--- config.mk ---
export PLATFORM = sky130hd
export DESIGN_NAME = mul32_arb_flat
export DESIGN_NICKNAME = d
export VERILOG_FILES = /design/src/rtl/mul32_arb_if.sv /design/src/rtl/mul32_arb.sv /design/src/flat_wrapper.sv
export SDC_FILE = /design/constraint.sdc
export NUM_CORES = 1
export LEC_CHECK = 0
export CAP_MARGIN = 20
export CORE_AREA = 2 2 158 160
export CTS_CLUSTER_SIZE = 30
export DETAILED_ROUTE_END_ITERATION = 8
export DIE_AREA = 0 0 160 162
export PLACE_DENSITY = 0.63
export SKIP_CTS_REPAIR_TIMING = 1
export SLEW_MARGIN = 5
export SYNTH_ARGS = -nofsm -noshare
export SYNTH_HDL_FRONTEND = slang
export SYNTH_SLANG_ARGS = --single-unit
export TNS_END_PERCENT = 30
--- constraint.sdc ---
create_clock -name clk -period 9.65 [get_ports clk]
set_clock_uncertainty 0.1 [all_clocks]
set_input_delay 1.93 -clock clk [delete_from_list [all_inputs] [get_ports clk]]
set_output_delay 1.93 -clock clk [all_outputs]
set_load 0.005 [all_outputs]
--- src/rtl/mul32_arb_if.sv ---
// mul32_arb_if: request/response bundle between client blocks and mul32_arb.
// Clients use the master modport; the arbiter uses the slave modport.
interface mul32_arb_if #(
  parameter int NREQ = 4,
  parameter int IDW  = 2,
  parameter int W    = 32
) ();
  logic [NREQ-1:0]   req_valid;
  logic [NREQ*W-1:0] req_mc;
  logic [NREQ*W-1:0] req_mp;
  logic [NREQ-1:0]   req_ready;
  logic              rsp_valid;
  logic [IDW-1:0]    rsp_id;
  logic [W-1:0]      rsp_p;
  logic              rsp_err;

  modport master (
    output req_valid, req_mc, req_mp,
    input  req_ready, rsp_valid, rsp_id, rsp_p, rsp_err
  );

  modport slave (
    input  req_valid, req_mc, req_mp,
    output req_ready, rsp_valid, rsp_id, rsp_p, rsp_err
  );
endinterface

--- src/rtl/mul32_arb.sv ---
// mul32_arb: round-robin arbiter and controller sharing one mul32 among NREQ
// requesters. One job at a time: grant, register operands, pulse start, wait
// for the done rising edge, return the tagged product.
// Optional watchdog abort: define MUL32_ARB_WDOG_EN.
module mul32_arb #(
  parameter int NREQ    = 4,
  parameter int IDW     = 2,
  parameter int W       = 32,
  parameter int TIMEOUT = 255
) (
  input  logic         clk,
  input  logic         rst,
  mul32_arb_if.slave   cli,
  output logic         busy,
  output logic         mul_start,
  output logic [W-1:0] mul_mc,
  output logic [W-1:0] mul_mp,
  input  logic         mul_done,
  input  logic [W-1:0] mul_p
);

  localparam int SW = IDW + 1;

  // Reject configurations the pointer arithmetic cannot represent
  if (NREQ < 2 || NREQ > (1 << IDW) || TIMEOUT < 1) begin : g_bad_params
    $error("mul32_arb: illegal NREQ/IDW/TIMEOUT combination");
  end

  typedef enum logic [1:0] {
    IDLE  = 2'd0,
    START = 2'd1,
    BUSY  = 2'd2,
    RESP  = 2'd3
  } state_t;

  state_t          state_r;
  state_t          state_s;
  logic [IDW-1:0]  rr_ptr_r;
  logic [IDW-1:0]  job_id_r;
  logic [IDW-1:0]  grant_id_s;
  logic [IDW-1:0]  rr_next_s;
  logic [SW-1:0]   sum_s;
  logic [NREQ-1:0] grant_s;
  logic            found_s;
  logic            xfer_s;
  logic            done_q_r;
  logic            done_rise_s;
  logic            timeout_s;
  logic [W-1:0]    sel_mc_s;
  logic [W-1:0]    sel_mp_s;
  logic [W-1:0]    mul_mc_r;
  logic [W-1:0]    mul_mp_r;
  logic [W-1:0]    rsp_p_r;
  logic [IDW-1:0]  rsp_id_r;
  logic            rsp_err_r;
  logic            rsp_valid_r;
  logic            busy_r;
  logic            mul_start_r;

  // Round-robin search: first valid requester at or above rr_ptr, wrapping to 0
  always_comb begin
    grant_id_s = '0;
    found_s    = 1'b0;
    sum_s      = '0;
    for (int k = 0; k < NREQ; k++) begin
      sum_s = {1'b0, rr_ptr_r} + SW'(k);
      if (sum_s >= SW'(NREQ)) begin
        sum_s = sum_s - SW'(NREQ);
      end else begin
        sum_s = sum_s;
      end
      if (!found_s && cli.req_valid[sum_s[IDW-1:0]]) begin
        found_s    = 1'b1;
        grant_id_s = sum_s[IDW-1:0];
      end else begin
        found_s    = found_s;
      end
    end
  end

  // One-hot ready, only offered while idle
  always_comb begin
    grant_s = '0;
    if (found_s && (state_r == IDLE)) begin
      grant_s[grant_id_s] = 1'b1;
    end else begin
      grant_s = '0;
    end
  end

  // Operand mux for the granted requester
  always_comb begin
    sel_mc_s = '0;
    sel_mp_s = '0;
    for (int k = 0; k < NREQ; k++) begin
      if (grant_id_s == IDW'(k)) begin
        sel_mc_s = cli.req_mc[k*W +: W];
        sel_mp_s = cli.req_mp[k*W +: W];
      end else begin
        sel_mc_s = sel_mc_s;
        sel_mp_s = sel_mp_s;
      end
    end
  end

  assign xfer_s      = found_s && (state_r == IDLE);
  assign rr_next_s   = (grant_id_s == IDW'(NREQ - 1)) ? '0 : grant_id_s + IDW'(1);
  // A done level still high from the previous job is not a completion
  assign done_rise_s = (state_r == BUSY) && mul_done && !done_q_r;

`ifdef MUL32_ARB_WDOG_EN
  localparam int CW = ($clog2(TIMEOUT + 1) > 8) ? $clog2(TIMEOUT + 1) : 8;
  logic [CW-1:0] wdog_r;

  // Watchdog: cleared while starting a job, counts cycles spent in BUSY
  always_ff @(posedge clk or posedge rst) begin
    if (rst) begin
      wdog_r <= '0;
    end else if (state_r == START) begin
      wdog_r <= '0;
    end else if (state_r == BUSY) begin
      wdog_r <= wdog_r + CW'(1);
    end else begin
      wdog_r <= wdog_r;
    end
  end

  assign timeout_s = (state_r == BUSY) && (wdog_r == CW'(TIMEOUT - 1));
`else
  assign timeout_s = 1'b0;
`endif

  // FSM state register
  always_ff @(posedge clk or posedge rst) begin
    if (rst) begin
      state_r <= IDLE;
    end else begin
      state_r <= state_s;
    end
  end

  // FSM next-state logic
  always_comb begin
    state_s = state_r;
    case (state_r)
      IDLE: begin
        if (xfer_s) state_s = START;
        else        state_s = IDLE;
      end
      START: state_s = BUSY;
      BUSY: begin
        if (done_rise_s || timeout_s) state_s = RESP;
        else                          state_s = BUSY;
      end
      RESP:    state_s = IDLE;
      default: state_s = IDLE;
    endcase
  end

  // Status strobes registered from the next state so they align with state_r
  always_ff @(posedge clk or posedge rst) begin
    if (rst) begin
      busy_r      <= 1'b0;
      mul_start_r <= 1'b0;
      rsp_valid_r <= 1'b0;
    end else begin
      busy_r      <= (state_s != IDLE);
      mul_start_r <= (state_s == START);
      rsp_valid_r <= (state_s == RESP);
    end
  end

  // Datapath: operand capture on grant, result capture on completion or abort
  always_ff @(posedge clk or posedge rst) begin
    if (rst) begin
      done_q_r  <= 1'b0;
      rr_ptr_r  <= '0;
      job_id_r  <= '0;
      mul_mc_r  <= '0;
      mul_mp_r  <= '0;
      rsp_p_r   <= '0;
      rsp_id_r  <= '0;
      rsp_err_r <= 1'b0;
    end else begin
      done_q_r <= mul_done;
      if (xfer_s) begin
        mul_mc_r <= sel_mc_s;
        mul_mp_r <= sel_mp_s;
        job_id_r <= grant_id_s;
        rr_ptr_r <= rr_next_s;
      end
      if (done_rise_s) begin
        rsp_p_r   <= mul_p;
        rsp_id_r  <= job_id_r;
        rsp_err_r <= 1'b0;
      end else if (timeout_s) begin
        rsp_p_r   <= '0;
        rsp_id_r  <= job_id_r;
        rsp_err_r <= 1'b1;
      end
    end
  end

  assign cli.req_ready = grant_s;
  assign cli.rsp_valid = rsp_valid_r;
  assign cli.rsp_id    = rsp_id_r;
  assign cli.rsp_p     = rsp_p_r;
  assign cli.rsp_err   = rsp_err_r;
  assign busy          = busy_r;
  assign mul_start     = mul_start_r;
  assign mul_mc        = mul_mc_r;
  assign mul_mp        = mul_mp_r;

endmodule

--- src/flat_wrapper.sv ---
// flat-port wrapper written by rule: the top's interface ports become plain ports
module mul32_arb_flat 
#(
  parameter int NREQ    = 4,
  parameter int IDW     = 2,
  parameter int W       = 32,
  parameter int TIMEOUT = 255
)
  (clk, rst, busy, mul_start, mul_mc, mul_mp, mul_done, mul_p, cli_req_valid, cli_req_mc, cli_req_mp, cli_req_ready, cli_rsp_valid, cli_rsp_id, cli_rsp_p, cli_rsp_err);
  mul32_arb_if #(.NREQ(NREQ), .IDW(IDW), .W(W)) cli_i ();
  input  logic clk;
  input  logic rst;
  output logic busy;
  output logic mul_start;
  output logic [W-1:0] mul_mc;
  output logic [W-1:0] mul_mp;
  input  logic mul_done;
  input  logic [W-1:0] mul_p;
  input wire logic [$bits(cli_i.req_valid)-1:0] cli_req_valid;
  input wire logic [$bits(cli_i.req_mc)-1:0] cli_req_mc;
  input wire logic [$bits(cli_i.req_mp)-1:0] cli_req_mp;
  output wire logic [$bits(cli_i.req_ready)-1:0] cli_req_ready;
  output wire logic [$bits(cli_i.rsp_valid)-1:0] cli_rsp_valid;
  output wire logic [$bits(cli_i.rsp_id)-1:0] cli_rsp_id;
  output wire logic [$bits(cli_i.rsp_p)-1:0] cli_rsp_p;
  output wire logic [$bits(cli_i.rsp_err)-1:0] cli_rsp_err;
  assign cli_i.req_valid = cli_req_valid;
  assign cli_i.req_mc = cli_req_mc;
  assign cli_i.req_mp = cli_req_mp;
  assign cli_req_ready = cli_i.req_ready;
  assign cli_rsp_valid = cli_i.rsp_valid;
  assign cli_rsp_id = cli_i.rsp_id;
  assign cli_rsp_p = cli_i.rsp_p;
  assign cli_rsp_err = cli_i.rsp_err;
  mul32_arb #(.NREQ(NREQ), .IDW(IDW), .W(W), .TIMEOUT(TIMEOUT)) u_core (.clk(clk), .rst(rst), .cli(cli_i), .busy(busy), .mul_start(mul_start), .mul_mc(mul_mc), .mul_mp(mul_mp), .mul_done(mul_done), .mul_p(mul_p));
endmodule
==> reports/metrics.yaml, run 1 <==
global_routing:
  antenna_found_initial: 0
  grt-ovfl-total: 0
  grt_pass1_vias: 6887
  grt_usage_pct: 19.2
  grt_max_degree: 84
  grt_pass1_wl_um: 39200
placement:
  dpl_cell_area_um2: 10500
  dpl.hpwl_um: 18600
  place_inst: 1369
  place_congestion: 0.788
  post-place-ws_ns: 2.81
  io_buffers: 399
clock_network:
  htree_levels: 3
  clk_path_buf_depth: 2
  cts_tree: "yes"
  numCtsBuffers: 9
  clkTransAtPathRegs_ns: 0.08
  cts_root_buf: "clkbuf_16"
  clock_latency_ns: 0.36
  cts_sinks: 108
worst_setup_path:
  cp_max_fo: 53
  cp-start-kind: "input pin"
  end_kind: "output port"
  cp_common_cell: "clkdlybuf4s50_1"
  critPathArrivalTime_ns: 4.78
  worstSetupPathType: "input pin to output port"
  path_cells: "clkdlybuf4s50_1 > nor2b_1 > o21a_1 > nor3_1 > ha_4 > and2_1 > clkdlybuf4s50_1"
  cp.required_ns: 7.62
  critPathMaxStageDelay_ns: 0.61
  cpMaxStageDelayCell: "ha_4"
  r2r_cells: 8
logic_synthesis:
  syn_nets: 1007
  synth_edf_count: 0
  synthArstFlopShare_pct: 100
  ys_warn_count: 0
  synth_top_area_cell: "dfrtp_1"
  synth_cells: 705
  synth.area.top_cells: "dfrtp_1, a21oi_1, a221o_1"
  ys_seq_area_share_pct: 43.0
  ys_ff_latch: 108
  synth_area_per_cell_um2: 8.91
  yosysUniqueCellTypes: 29
  synth.top_cell.area_share_pct: 43.0
  syn_area_um2: 6280
  synth_ff_type: "dfrtp_1"
detailed_routing:
  first_pass_iters: 4
  avgRoutedWirePerCell_um: 18.4
  drt_iter0_markers: 389
  drcViolationCount: 0
  vias_per_cell: 4.85
  finalWirelength_um: 25500
  vias: 6714
  final_antenna_net_count: 0
sta:
  drv_slew: 0
  finalSetupTns_ns: 0
  worst_pin_slew_ns: 0.881
  fmax_ghz: 0.147
  setup_slack_ns: 2.84
  hold_viol_final: 0
  slew_headroom_pct: 41.3
  setup_viol: 0
  rsz0062_at_grt: "false"
  final.period_utilization_pct: 70.5
  period_minus_slack_ns: 6.81
layout:
  nets: 1358
  area_growth_pct: 72.1
  antenna_cells: 0
  drive_above_1_share_pct: 6.31
  fin_cells: 1385
  fillCellCount: 2396
  final_area_um2: 10800
power:
  power_density_nw_per_um2: 274
  vdd_ir_drop_max_uv: 125
  fin_total_pwr_mw: 2.97
  power.leakage_nw: 4.33
die:
  ios: 401
  die_area_um2: 25900
  initial_utilization_pct: 26.0
  core_um2: 24100
  die_y_um: 162
  die_w_um: 160
  rows: 57
flow_run:
  drv_cap: 0
min_path:
  hp-class: "flip-flop to flip-flop"
  hold_path_depth: 2
run_status:
  status: "completed"
-- path summary, 6_finish.rpt --
| kind | to | start | slack (ns) |
|---|---|---|---|
| min | u_core.job_id_r[0] | u_core.job_id_r[0] | 0.40 |
| min reg2reg | u_core.job_id_r[0] | u_core.job_id_r[0] | 0.40 |
| min in group asynchronous | u_core.cli.rsp_p[31] | rst | 1.93 |
| max | cli_req_ready[3] | cli_req_valid[2] | 2.84 |
| max reg2reg | u_core.mul_mp[29] | u_core.rr_ptr_r[0] | 6.35 |
| max in group asynchronous | u_core.mul_mp[1] | rst | 6.25 |
-- cell usage after synthesis, drive strengths merged, types with 2 or more instances --
cell,instances
a21oi,194
nand2b,3
nand2,6
dfrtp,108
o41ai,2
a221o,64
nand3b,65
clkbuf,48
or2,2
o41a,2
inv,69
and2,5
mux2,34
buf,20
ha,7
nor2b,3
nor2,66
-- metrics by stage --
stage	hold slack [ns]	utilization [%]
after floorplan	0.338	-
after CTS	0.406	44.8
final	0.400	44.8
after global routing	0.421	44.8
after detailed placement	0.385	43.6
after global placement	0.385	43.6
-- flip-flops by register name, indices dropped and copies added, names as in the netlist --
register / cells
u_core.cli.rsp_valid: 1
u_core.done_q_r: 1
u_core.busy: 1
u_core.job_id_r: 2
u_core.rr_ptr_r: 2
u_core.state_r: 2
u_core.mul_start: 1
u_core.mul_mc: 32
u_core.mul_mp: 32
u_core.cli.rsp_id: 2
u_core.cli.rsp_p: 32
-- layer usage --
| metal | vias up | share of wire (%) | global-route usage [%] | routed length (um) |
|---|---|---|---|---|
| li1 | 3208 | - | - | - |
| met1 | 3182 | 42 | 23.4 | 10600 |
| met2 | 286 | 49 | 33.4 | 12500 |
| met3 | 38 | 6.8 | 4.90 | 1740 |
| met4 | 0 | 2.6 | 6.02 | 673 |
| met5 | - | 0 | 0 | 0 |
-- worst max-delay path, delay by kind of cell --
family	cells	cell delay, ns
buf+inv	2	1.04
simple gates	3	0.98
fa+ha+maj	1	0.61
compound gates	1	0.22
-- cells by family (layout without fill, tap and decap cells) --
family	Yosys count	after routing	synth area share [%]
buffers and inverters	137	493	8.71
DFF	108	108	43.0
adders and majority gates	7	7	1.39
AOI/OAI and AO/OA	265	265	27.0
muxes	35	35	6.26
and+or+nand+nor	152	152	13.6
other	1	1	0.0597
-- area by class of cell --
type / count / area (um2) / area share [%]
clock buffer: 9 / 225 / 2.08
clock inverter: 7 / 78.8 / 0.730
inverter: 69 / 262 / 2.42
multi-input combinational: 460 / 3070 / 28.4
sequential: 108 / 2700 / 25.0
tap: 324 / 405 / 3.75
timing repair buffer: 408 / 4060 / 37.6
-- cells in the final DEF, fill, tap and decap left out, types with 5 or more instances in the layout --
cell type and instances:
clkbuf_16 9, inv_1 68, a21oi_1 194, mux2_2 34, a221o_1 64, clkdlybuf4s50_1 399
and2_1 5, nand3b_1 65, nand2_1 6, buf_4 9, dfrtp_1 108, nor2_1 66
-- where the power goes --
part	internal [mW]	total, mW	switching (mW)
registers	0.689	0.804	0.115
clock network	0.185	0.382	0.197
logic	0.940	1.78	0.839
total	1.81	2.97	1.15
Note: power is estimated with default switching activity, not from simulation.
==> run 2, diff against run 1 <==
Settings changed: CORE_AREA 2 2 158 160 to 2 2 155 157, DIE_AREA 0 0 160 162 to 0 0 157 159, PLACE_DENSITY 0.63 to 0.65.
Clock period 9.65 ns to 6.7 ns, I/O delays scaled along.
==> run 2 against run 1 <==
  * Global-route usage shrank 0.17 points
  * Clock power increased by 47%
  * Total power up 44%
  * Utilization is 1.9 points higher
  * Non-clock buffer count is 2 higher
  * Sequential share of layout area shrank 0.055 points
  * Combinational power rose by 43%
  * Routed wire length shrank 1.6%
  * Final cell count fell by 0.22%
  * First-iteration DRC count grew 7.2%
  * Sequential power is 46% higher
  * Final area increased by 0.22%
  * Highest routed layer is now met5
==> reports/metrics.yaml, run 2 (same netlist as run 1, synthesis figures left out) <==
run_status:
  status: "completed"
die:
  core_um2: 23200
  die_y_um: 159
  ios: 401
  initial_utilization_pct: 27.1
  die_w_um: 157
  rows: 56
  die_area_um2: 25000
clock_network:
  cts_sinks: 108
  clock_latency_ns: 0.35
  clkTransAtPathRegs_ns: 0.08
  cts_tree: "yes"
  htree_levels: 3
  clk_path_buf_depth: 2
  numCtsBuffers: 9
  cts_root_buf: "clkbuf_16"
power:
  vdd_ir_drop_max_uv: 154
  power.leakage_nw: 4.35
  fin_total_pwr_mw: 4.28
  power_density_nw_per_um2: 395
placement:
  post-place-ws_ns: 1.33
  dpl_cell_area_um2: 10500
  place_inst: 1365
  place_congestion: 0.857
  io_buffers: 399
  dpl.hpwl_um: 18100
detailed_routing:
  first_pass_iters: 5
  vias: 6773
  vias_per_cell: 4.90
  final_antenna_net_count: 0
  finalWirelength_um: 25100
  drt_iter0_markers: 417
  drcViolationCount: 0
  avgRoutedWirePerCell_um: 18.2
min_path:
  hp-class: "flip-flop to flip-flop"
  hold_end: "u_core.job_id_r[1]"
  hold_path_depth: 2
  holdCritStartpoint: "u_core.job_id_r[1]"
worst_setup_path:
  r2r_cells: 8
  regToRegSetupSlack_ns: 3.44
  rr_endpoint: "u_core.mul_mc[11]"
  cp_max_fo: 60
  cp-start-kind: "input pin"
  cp.required_ns: 5.26
  worstSetupPathType: "input pin to output port"
  critPathLaunch: "cli_req_valid[2]"
  critPathArrivalTime_ns: 3.94
  r2r_start: "u_core.rr_ptr_r[0]"
  end_kind: "output port"
sta:
  hold_viol_final: 0
  drv_slew: 0
  fmax_ghz: 0.186
  setup_slack_ns: 1.32
  slew_headroom_pct: 46.5
  finalSetupTns_ns: 0
  period_minus_slack_ns: 5.38
  holdWs_ns: 0.382
  setup_viol: 0
  rsz0062_at_grt: "false"
  worst_pin_slew_ns: 0.802
  final.period_utilization_pct: 80.3
layout:
  drive_above_1_share_pct: 6.49
  nets: 1360
  area_growth_pct: 72.5
  fillCellCount: 2252
  final_area_um2: 10800
  final_cell_mix: "clkdlybuf4s50_1, a21oi_1, dfrtp_1, inv_1, nor2_1"
  fin_cells: 1382
  utilization_pct: 46.7
  mostFrequentLayoutCell: "clkdlybuf4s50_1"
  antenna_cells: 0
global_routing:
  antenna_found_initial: 1
  grt_pass1_wl_um: 36900
  grt_pass1_vias: 6641
  grt_max_degree: 129
  grt-ovfl-total: 0
  grt_usage_pct: 19.0
flow_run:
  drv_cap: 0
==> run 2: final cells by class <==
cell class	instances	area [um2]	share of cell area (%)
Tap cell	319	399	3.69
Inverter	69	262	2.41
Multi-Input combinational cell	460	3070	28.4
Sequential cell	108	2700	25.0
Clock buffer	10	239	2.21
Clock inverter	6	67.6	0.624
Timing Repair Buffer	410	4090	37.8
==> run 2: report_power, final <==
group | switching (mW) | internal [mW] | leakage, nW
clock | 0.287 | 0.275 | 0.150
combinational | 1.20 | 1.36 | 2.94
sequential | 0.172 | 0.993 | 1.26
==> run 2: critical path: stages <==
cell             delay (ns)
clkdlybuf4s50_1        0.60
nor2b_1                0.21
a311oi_1               0.10
nor2_1                 0.34
ha_4                   0.61
and2_1                 0.22
clkdlybuf4s50_1        0.49
==> run 2: how the worst max path moves through the flow <==
| stage | depth (start not counted) | to | slack (ns) |
|---|---|---|---|
| final | 7 | cli_req_ready[2] | 1.32 |
| after global routing | 7 | cli_req_ready[2] | 1.15 |
| after CTS | 7 | cli_req_ready[2] | 1.32 |
| after detailed placement | 7 | cli_req_ready[2] | 1.33 |
| after global placement | 7 | cli_req_ready[2] | 1.37 |
| after floorplan | 1 | u_core.busy | 2.41 |
==> run 2: per-layer routing <==
layer	up-vias	share of wire [%]	GRT usage (%)	wire length, um
met5	-	0.048	0	12
li1	3213	-	-	-
met4	2	2.2	6.01	558
met3	38	7.1	3.81	1780
met1	3229	42	23.2	10500
met2	291	49	33.4	12300
